$ cat src/rtl/decode_stage.sv
// Registered instruction-decode stage: valid/ready handshake, load-use and SPI-busy
// interlocks, flush, illegal-op flagging and a saturating hazard stall counter.
module decode_stage #(
   parameter int W_CPU         = 32,
   parameter int W_REG         = 5,
   parameter int W_STALL       = 16,
   parameter int SPI_INTERLOCK = 1,
   parameter int W_IMM_EXT     = 2,
   parameter int W_IMM         = 16,
   parameter int W_JADDR       = 26,
   parameter int W_FUNCT       = 6,
   parameter int W_SPI         = 1,
   parameter int W_PC_SRC      = 3,
   parameter int W_MEM         = 2,
   parameter int W_ALU_SRC     = 2,
   parameter int W_REG_SRC     = 2
) (
   input  logic                 clk,
   input  logic                 rst_n,
   input  logic                 in_valid,
   output logic                 in_ready,
   input  logic [W_CPU-1:0]     inst,
   input  logic [W_CPU-1:0]     pc_in,
   output logic                 out_valid,
   input  logic                 out_ready,
   input  logic                 flush,
   input  logic                 ex_load_valid,
   input  logic [W_REG-1:0]     ex_load_wa,
   input  logic                 spi_busy,
   output logic [W_REG-1:0]     wa,
   output logic [W_REG-1:0]     ra1,
   output logic [W_REG-1:0]     ra2,
   output logic                 reg_wen,
   output logic [W_IMM_EXT-1:0] imm_ext,
   output logic [W_IMM-1:0]     imm,
   output logic [W_JADDR-1:0]   addr,
   output logic [W_FUNCT-1:0]   alu_op,
   output logic [W_SPI-1:0]     spi_mode,
   output logic [W_PC_SRC-1:0]  pc_src,
   output logic [W_MEM-1:0]     mem_cmd,
   output logic [W_ALU_SRC-1:0] alu_src,
   output logic [W_REG_SRC-1:0] reg_src,
   output logic [W_CPU-1:0]     pc_out,
   output logic                 illegal,
   output logic [W_STALL-1:0]   stall_cnt
);

   localparam logic WREN = 1'b1;
   localparam logic WDIS = 1'b0;
   localparam logic [W_IMM_EXT-1:0] IMM_ZE  = W_IMM_EXT'(0);
   localparam logic [W_IMM_EXT-1:0] IMM_SE  = W_IMM_EXT'(1);
   localparam logic [W_IMM_EXT-1:0] IMM_LUI = W_IMM_EXT'(2);
   localparam logic [W_SPI-1:0] SPI_SEND    = W_SPI'(0);
   localparam logic [W_SPI-1:0] SPI_RECEIVE = W_SPI'(1);
   localparam logic [W_PC_SRC-1:0] PC_SRC_NEXT = W_PC_SRC'(0);
   localparam logic [W_PC_SRC-1:0] PC_SRC_BEQ  = W_PC_SRC'(1);
   localparam logic [W_PC_SRC-1:0] PC_SRC_BNE  = W_PC_SRC'(2);
   localparam logic [W_PC_SRC-1:0] PC_SRC_JUMP = W_PC_SRC'(3);
   localparam logic [W_PC_SRC-1:0] PC_SRC_JR   = W_PC_SRC'(4);
   localparam logic [W_MEM-1:0] MEM_NOP   = W_MEM'(0);
   localparam logic [W_MEM-1:0] MEM_LOAD  = W_MEM'(1);
   localparam logic [W_MEM-1:0] MEM_STORE = W_MEM'(2);
   localparam logic [W_ALU_SRC-1:0] ALU_SRC_REG = W_ALU_SRC'(0);
   localparam logic [W_ALU_SRC-1:0] ALU_SRC_IMM = W_ALU_SRC'(1);
   localparam logic [W_ALU_SRC-1:0] ALU_SRC_SHA = W_ALU_SRC'(2);
   localparam logic [W_REG_SRC-1:0] REG_SRC_ALU = W_REG_SRC'(0);
   localparam logic [W_REG_SRC-1:0] REG_SRC_MEM = W_REG_SRC'(1);
   localparam logic [W_REG_SRC-1:0] REG_SRC_PC  = W_REG_SRC'(2);
   localparam logic [W_REG_SRC-1:0] REG_SRC_SPI = W_REG_SRC'(3);
   localparam logic [W_FUNCT-1:0] F_SLL  = W_FUNCT'(6'h00);
   localparam logic [W_FUNCT-1:0] F_SRL  = W_FUNCT'(6'h02);
   localparam logic [W_FUNCT-1:0] F_JR   = W_FUNCT'(6'h08);
   localparam logic [W_FUNCT-1:0] F_ADD  = W_FUNCT'(6'h20);
   localparam logic [W_FUNCT-1:0] F_ADDU = W_FUNCT'(6'h21);
   localparam logic [W_FUNCT-1:0] F_SUB  = W_FUNCT'(6'h22);
   localparam logic [W_FUNCT-1:0] F_SUBU = W_FUNCT'(6'h23);
   localparam logic [W_FUNCT-1:0] F_AND  = W_FUNCT'(6'h24);
   localparam logic [W_FUNCT-1:0] F_OR   = W_FUNCT'(6'h25);
   localparam logic [W_FUNCT-1:0] F_XOR  = W_FUNCT'(6'h26);
   localparam logic [W_FUNCT-1:0] F_NOR  = W_FUNCT'(6'h27);
   localparam logic [W_FUNCT-1:0] F_SLT  = W_FUNCT'(6'h2a);
   localparam logic [W_FUNCT-1:0] F_SLTU = W_FUNCT'(6'h2b);
   localparam logic [5:0] OP_RTYPE = 6'h00, OP_J    = 6'h02, OP_JAL  = 6'h03;
   localparam logic [5:0] OP_BEQ   = 6'h04, OP_BNE  = 6'h05, OP_ADDI = 6'h08;
   localparam logic [5:0] OP_ADDIU = 6'h09, OP_SLTI = 6'h0a, OP_ANDI = 6'h0c;
   localparam logic [5:0] OP_ORI   = 6'h0d, OP_LUI  = 6'h0f, OP_COP0 = 6'h10;
   localparam logic [5:0] OP_LW    = 6'h23, OP_SW   = 6'h2b;

   typedef struct packed {
      logic [W_REG-1:0]     wa;
      logic [W_REG-1:0]     ra1;
      logic [W_REG-1:0]     ra2;
      logic                 reg_wen;
      logic [W_IMM_EXT-1:0] imm_ext;
      logic [W_IMM-1:0]     imm;
      logic [W_JADDR-1:0]   addr;
      logic [W_FUNCT-1:0]   alu_op;
      logic [W_SPI-1:0]     spi_mode;
      logic [W_PC_SRC-1:0]  pc_src;
      logic [W_MEM-1:0]     mem_cmd;
      logic [W_ALU_SRC-1:0] alu_src;
      logic [W_REG_SRC-1:0] reg_src;
      logic                 illegal;
   } bundle_t;

   // Every NOP encoding is zero, so the all-zero bundle is the NOP bundle.
   localparam bundle_t NOP_BUNDLE = '0;

   typedef enum logic [1:0] {S_EMPTY, S_FULL, S_STALL} state_t;

   function automatic logic [W_STALL-1:0] sat_inc(input logic [W_STALL-1:0] v);
      return (&v) ? v : v + W_STALL'(1);
   endfunction

   logic [5:0]         op;
   logic [W_REG-1:0]   rs, rt, rd;
   logic [W_FUNCT-1:0] funct;
   bundle_t            dec_p0, bnd_p1;
   logic [W_CPU-1:0]   pc_p1;
   logic               reads_rt_p0;
   logic               load_use, spi_hold, hazard, accept;
   logic               vld_p1, vld_d;
   state_t             state_q, state_d;
   logic [W_STALL-1:0] stall_q;

   assign op    = inst[31:26];
   assign rs    = inst[25:21];
   assign rt    = inst[20:16];
   assign rd    = inst[15:11];
   assign funct = inst[W_FUNCT-1:0];

   always_comb begin
      dec_p0      = NOP_BUNDLE;
      reads_rt_p0 = 1'b0;
      case (op)
         OP_RTYPE: begin
            reads_rt_p0    = 1'b1;
            dec_p0.wa      = rd;
            dec_p0.ra1     = rs;
            dec_p0.ra2     = rt;
            dec_p0.reg_wen = WREN;
            dec_p0.alu_op  = funct;
            dec_p0.alu_src = ALU_SRC_REG;
            dec_p0.reg_src = REG_SRC_ALU;
            case (funct)
               F_ADD, F_ADDU, F_SUB, F_SUBU, F_AND, F_OR, F_XOR, F_NOR, F_SLT, F_SLTU: ;
               F_SLL, F_SRL: begin
                  dec_p0.ra1     = rt;
                  dec_p0.alu_src = ALU_SRC_SHA;
                  dec_p0.imm     = inst[W_IMM-1:0];
               end
               F_JR: begin
                  dec_p0.wa      = '0;
                  dec_p0.reg_wen = WDIS;
                  dec_p0.alu_op  = '0;
                  dec_p0.pc_src  = PC_SRC_JR;
               end
               default: begin
                  dec_p0         = NOP_BUNDLE;
                  dec_p0.illegal = 1'b1;
                  reads_rt_p0    = 1'b0;
               end
            endcase
         end
         OP_J, OP_JAL: begin
            dec_p0.addr   = inst[W_JADDR-1:0];
            dec_p0.pc_src = PC_SRC_JUMP;
            if (op == OP_JAL) begin
               dec_p0.wa      = W_REG'(31);
               dec_p0.reg_wen = WREN;
               dec_p0.reg_src = REG_SRC_PC;
            end
         end
         OP_BEQ, OP_BNE: begin
            reads_rt_p0    = 1'b1;
            dec_p0.ra1     = rs;
            dec_p0.ra2     = rt;
            dec_p0.imm     = inst[W_IMM-1:0];
            dec_p0.imm_ext = IMM_SE;
            dec_p0.alu_op  = F_SUB;
            dec_p0.pc_src  = (op == OP_BEQ) ? PC_SRC_BEQ : PC_SRC_BNE;
         end
         OP_ADDI, OP_ADDIU, OP_SLTI, OP_ANDI, OP_ORI, OP_LUI, OP_LW, OP_SW: begin
            dec_p0.wa      = rt;
            dec_p0.ra1     = rs;
            dec_p0.ra2     = rt;
            dec_p0.reg_wen = WREN;
            dec_p0.imm     = inst[W_IMM-1:0];
            dec_p0.imm_ext = IMM_SE;
            dec_p0.alu_op  = F_ADD;
            dec_p0.alu_src = ALU_SRC_IMM;
            case (op)
               OP_ADDIU: dec_p0.alu_op = F_ADDU;
               OP_SLTI:  dec_p0.alu_op = F_SLT;
               OP_ANDI:  begin dec_p0.imm_ext = IMM_ZE;  dec_p0.alu_op = F_AND; end
               OP_ORI:   begin dec_p0.imm_ext = IMM_ZE;  dec_p0.alu_op = F_OR;  end
               OP_LUI:   begin dec_p0.imm_ext = IMM_LUI; dec_p0.alu_op = F_OR;  end
               OP_LW:    begin dec_p0.mem_cmd = MEM_LOAD; dec_p0.reg_src = REG_SRC_MEM; end
               OP_SW: begin
                  dec_p0.mem_cmd = MEM_STORE;
                  dec_p0.reg_wen = WDIS;
                  reads_rt_p0    = 1'b1;
               end
               default: ;
            endcase
         end
         OP_COP0: begin
            if (rs == W_REG'(0)) begin
               dec_p0.wa       = rt;
               dec_p0.reg_wen  = WREN;
               dec_p0.spi_mode = SPI_RECEIVE;
               dec_p0.reg_src  = REG_SRC_SPI;
            end else if (rs == W_REG'(4)) begin
               reads_rt_p0     = 1'b1;
               dec_p0.ra2      = rt;
               dec_p0.spi_mode = SPI_SEND;
            end else begin
               dec_p0.illegal  = 1'b1;
            end
         end
         default: dec_p0.illegal = 1'b1;
      endcase
   end

   assign load_use = ex_load_valid && (ex_load_wa != '0) &&
                     ((ex_load_wa == rs) || ((ex_load_wa == rt) && reads_rt_p0));
   assign spi_hold = (SPI_INTERLOCK != 0) && spi_busy && (op == OP_COP0);
   assign hazard   = load_use || spi_hold;
   assign in_ready = rst_n && !flush && !hazard && (!vld_p1 || out_ready);
   assign accept   = in_valid && in_ready;

   always_comb begin
      state_d = state_q;
      vld_d   = vld_p1;
      if (flush) begin
         state_d = S_EMPTY;
         vld_d   = 1'b0;
      end else if (accept) begin
         state_d = S_FULL;
         vld_d   = 1'b1;
      end else if (in_valid && hazard) begin
         state_d = S_STALL;
         vld_d   = vld_p1 && !out_ready;
      end else begin
         vld_d   = vld_p1 && !out_ready;
         state_d = vld_d ? S_FULL : S_EMPTY;
      end
   end

   // p0 -> p1: control state, registered bundle and stall counter
   always_ff @(posedge clk or negedge rst_n) begin
      if (!rst_n) begin
         state_q <= S_EMPTY;
         vld_p1  <= 1'b0;
         stall_q <= '0;
      end else begin
         state_q <= state_d;
         vld_p1  <= vld_d;
         if (in_valid && hazard && !flush) stall_q <= sat_inc(stall_q);
      end
   end

   always_ff @(posedge clk or negedge rst_n) begin
      if (!rst_n) begin
         bnd_p1 <= NOP_BUNDLE;
         pc_p1  <= '0;
      end else if (accept) begin
         bnd_p1 <= dec_p0;
         pc_p1  <= pc_in;
      end
   end

   assign out_valid = vld_p1;
   assign wa        = bnd_p1.wa;
   assign ra1       = bnd_p1.ra1;
   assign ra2       = bnd_p1.ra2;
   assign reg_wen   = bnd_p1.reg_wen;
   assign imm_ext   = bnd_p1.imm_ext;
   assign imm       = bnd_p1.imm;
   assign addr      = bnd_p1.addr;
   assign alu_op    = bnd_p1.alu_op;
   assign spi_mode  = bnd_p1.spi_mode;
   assign pc_src    = bnd_p1.pc_src;
   assign mem_cmd   = bnd_p1.mem_cmd;
   assign alu_src   = bnd_p1.alu_src;
   assign reg_src   = bnd_p1.reg_src;
   assign illegal   = bnd_p1.illegal;
   assign pc_out    = pc_p1;
   assign stall_cnt = stall_q;

endmodule

$ cat config.mk
export PLATFORM = sky130hd
export DESIGN_NAME = decode_stage
export DESIGN_NICKNAME = d
export VERILOG_FILES = /design/src/rtl/decode_stage.sv
export SDC_FILE = /design/constraint.sdc
export NUM_CORES = 1
export LEC_CHECK = 0
export ABC_AREA = 1
export CORE_MARGIN = 10
export CORE_UTILIZATION = 48
export DETAILED_ROUTE_END_ITERATION = 12
export PLACE_DENSITY = 0.82
export SETUP_SLACK_MARGIN = 0.4
export SKIP_CTS_REPAIR_TIMING = 1
export SLEW_MARGIN = 20
export SYNTH_ARGS = -nofsm -noshare
export SYNTH_HDL_FRONTEND = slang
export SYNTH_SLANG_ARGS = --single-unit
$ cat constraint.sdc
create_clock -name clk -period 3 [get_ports clk]
set_input_delay 0.9 -clock clk [delete_from_list [all_inputs] [get_ports clk]]
set_output_delay 0.9 -clock clk [all_outputs]
set_load 0.01 [all_outputs]
==> results of run 1 <==
==> metal layers <==
| metal | global-route usage | up-vias |
|---|---|---|
| li1 | - | 3352 |
| met1 | 0.2991 | 3352 |
| met2 | 0.3784 | 383 |
| met3 | 0.09432 | 49 |
| met4 | 0.06909 | 2 |
| met5 | 0 | - |
==> flip-flops by register name (all words and copies together) (netlist names), 3 cells and up <==
signal / count
ra2: 5
imm: 16
alu_op: 6
pc_out: 32
wa: 5
ra1: 5
addr: 26
pc_src: 3
stall_cnt: 16
==> cell families (layout without fill, tap and decap cells) <==
logic type / count (synthesis) / in the layout / synth area share
fa+ha+maj: 1 / 1 / 0.001883
flops: 126 / 126 / 0.4745
simple gates: 569 / 569 / 0.3835
other cells: 0 / 5 / 0
buf+inv: 132 / 387 / 0.09302
xor+xnor: 19 / 19 / 0.02504
compound gates: 24 / 24 / 0.02203
==> cells in the mapped netlist <==
master    number  area [sq um]
inv_1         61         229.0
nor2_2         6         37.54
nor3_1         6         30.03
xor2_1         8         70.07
nor4_1         1         6.260
o22ai_1        5         31.28
clkbuf_1      27         101.4
o21ai_0        5         25.02
nand4_1      131         819.5
inv_2          5         18.77
o21bai_1       1         7.510
nand4_2        1         12.51
o41ai_1        1         8.760
nand2_1      321          1205
xnor2_1       11         96.34
a21oi_1        9         45.04
buf_1          2         7.510
a21oi_4        1         16.27
o211ai_1       1         7.510
and3_1         1         6.260
clkinv_1       9         33.78
buf_6         12         135.1
buf_4          5         37.54
nor2_4         1         11.26
dfrtp_1      126          3153
nand3_1       25         125.1
o21ai_1        1         5.000
nor3b_1        2         15.01
nand2_2        1         6.260
buf_2         11         55.05
nor2_1        73         274.0
ha_1           1         12.51
==> final timing paths <==
| check | from | endpoint | slack (ns) |
|---|---|---|---|
| min in group asynchronous | rst_n | pc_out[18] | 0.67 |
| worst max-delay path | ex_load_wa[3] | in_ready | 0.01 |
| worst max register to register | stall_cnt[0] | stall_cnt[1] | 0.69 |
| max in group asynchronous | rst_n | imm[9] | 0.99 |
| worst min-delay path | alu_op[4] | alu_op[4] | 0.47 |
| worst min register to register | alu_op[4] | alu_op[4] | 0.47 |
==> worst max-delay path, stage by stage <==
cell	delay (ns)
dlymetal6s2s_1	0.21
xnor2_1	0.15
nand3_1	0.13
nor3_2	0.20
nand2_2	0.08
nand2_2	0.07
nand2_2	0.07
and3_4	0.15
buf_6	0.12
==> area by class of cell <==
class                           instances  area, sq um  area share
Clock buffer                           27        503.0     0.05075
Clock inverter                          1        30.03    0.003030
Inverter                               75        281.5     0.02841
Multi-Input combinational cell        613         2995      0.3022
Antenna cell                            5        12.51    0.001262
Tap cell                              176        220.2     0.02222
Sequential cell                       126         3153      0.3181
Timing Repair Buffer                  284         2715      0.2740
==> stage by stage <==
step	setup slack (ns)	total power, mW	TNS, ns	cell area, sq um
floorplan	0.3342	2.300	0	6669
global placement	-0.8203	2.874	-3.305	9206
detailed placement	-0.8504	2.896	-6.388	9206
CTS	-0.9679	4.816	-0.9679	9739
global route	-0.09799	4.996	-0.09799	9903
finish	0.01333	4.806	0	9911
==> where the power goes <==
group	internal (mW)	switching, mW	leakage [nW]
logic	0.480	0.484	3.24
clock network	1.21	0.711	0.260
registers	1.84	0.0806	1.70
total	3.53	1.28	5.20
==> flow_summary.yaml, run 1 <==
run_status:
  status: "finished, final reports clean"
worst_hold_path:
  hold_path.class: "reg -> reg"
  hold_depth: 2
global_routing:
  grt_pass1_vias: 6824
  grt_use_total: 0.2404
  antenna_found_initial: 6
  grt_pass1_wl_um: 36160
  grt_max_degree: 88
  gr-total-overflow: 0
finish:
  final_cell_mix: "nand2_1, clkdlybuf4s50_1, nand4_1"
  final_cells: 1307
  area_growth_pct: 49.14
  drive_gt1_frac: 0.1448
  fillers: 1024
  layout_commonest_cell: "nand2_1"
  finalNetCount: 1194
  utilization: 0.7396
drt:
  wl_met2_um: 10930
  drt_wl_total_um: 23360
  vias_per_cell: 5.461
  wl_per_cell_um: 17.87
  drt_iter0_markers: 576
  num_vias: 7138
  met3_length_um: 2581
  ant_nets: 0
  met1_length_um: 9310
  dr.pass1.iters: 10
  highest_layer: "met5"
  route.detailed.drc: 0
yosys:
  syn_area_sq_mm: 0.006645
  synth_nets: 948
  yosysWarnings: 0
  ys_seq_area_frac: 0.4745
  ys_ff_latch: 126
  synth_cell_types: 32
  synthCells: 871
  syn_area_per_cell_sq_um: 7.629
power_and_ir_drop:
  power_density_mw_per_mm2: 485.0
  vdd_drop_max_mv: 0.3841
  p_leak_nw: 5.200
floorplan:
  io-pin-count: 203
  initial_core_util: 0.4959
  fp.dieH_um: 137.7
  die_area_sq_mm: 0.01895
  fp.coreArea_sq_mm: 0.01340
  rows: 42
  fp.dieW_um: 137.7
timing:
  drv_slew: 0
  hold_viol_final: 0
  fin_crit_sh: 0.9956
  relSlewSlack: 0.4284
  rsz0062_at_grt: "yes"
  clock_skew_ns: 0.007156
  clock.fmax_mhz: 334.8
  finalSetupViolCount: 0
  fin_crit_ns: 2.987
  worst_slew_pin_slew_ns: 0.8574
  fin_hold_ws_ns: 0.4685
worst_setup_path:
  critPathKind: "in -> out"
  path_max_fanout: 3
  worst_ep_arrival_time_ns: 2.09
  crit_required_ns: 2.10
  endpoint_kind: "primary output"
  r2r_cells: 10
  start_kind: "input pin"
clocking:
  htree_levels: 4
  clk_latency_ns: 0.42
  cts_tree: "yes"
  cts_sinks: 126
  cts_buffers: 17
  clk_pin_slew_ns: 0.05
  cts_buffer_depth: 2
  cts_root_buf: "clkbuf_16"
placed_design:
  place_congestion: 0.9026
  dpl.hpwl_um: 16260
  portBuffers: 202
  place_inst: 1268
job:
  drv_cap: 0
Note: power is estimated with default switching activity, not from simulation.
==> run 2: changes to the inputs <==
--- a/config.mk
+++ b/config.mk
@@ -8,6 +8,7 @@
 export ABC_AREA = 1
 export CORE_MARGIN = 10
 export CORE_UTILIZATION = 48
+export CTS_CLUSTER_SIZE = 24
 export DETAILED_ROUTE_END_ITERATION = 12
 export PLACE_DENSITY = 0.82
 export SETUP_SLACK_MARGIN = 0.4
==> results of run 2 <==
No change in the layout: final DEF, timing and power equal those of run 1.
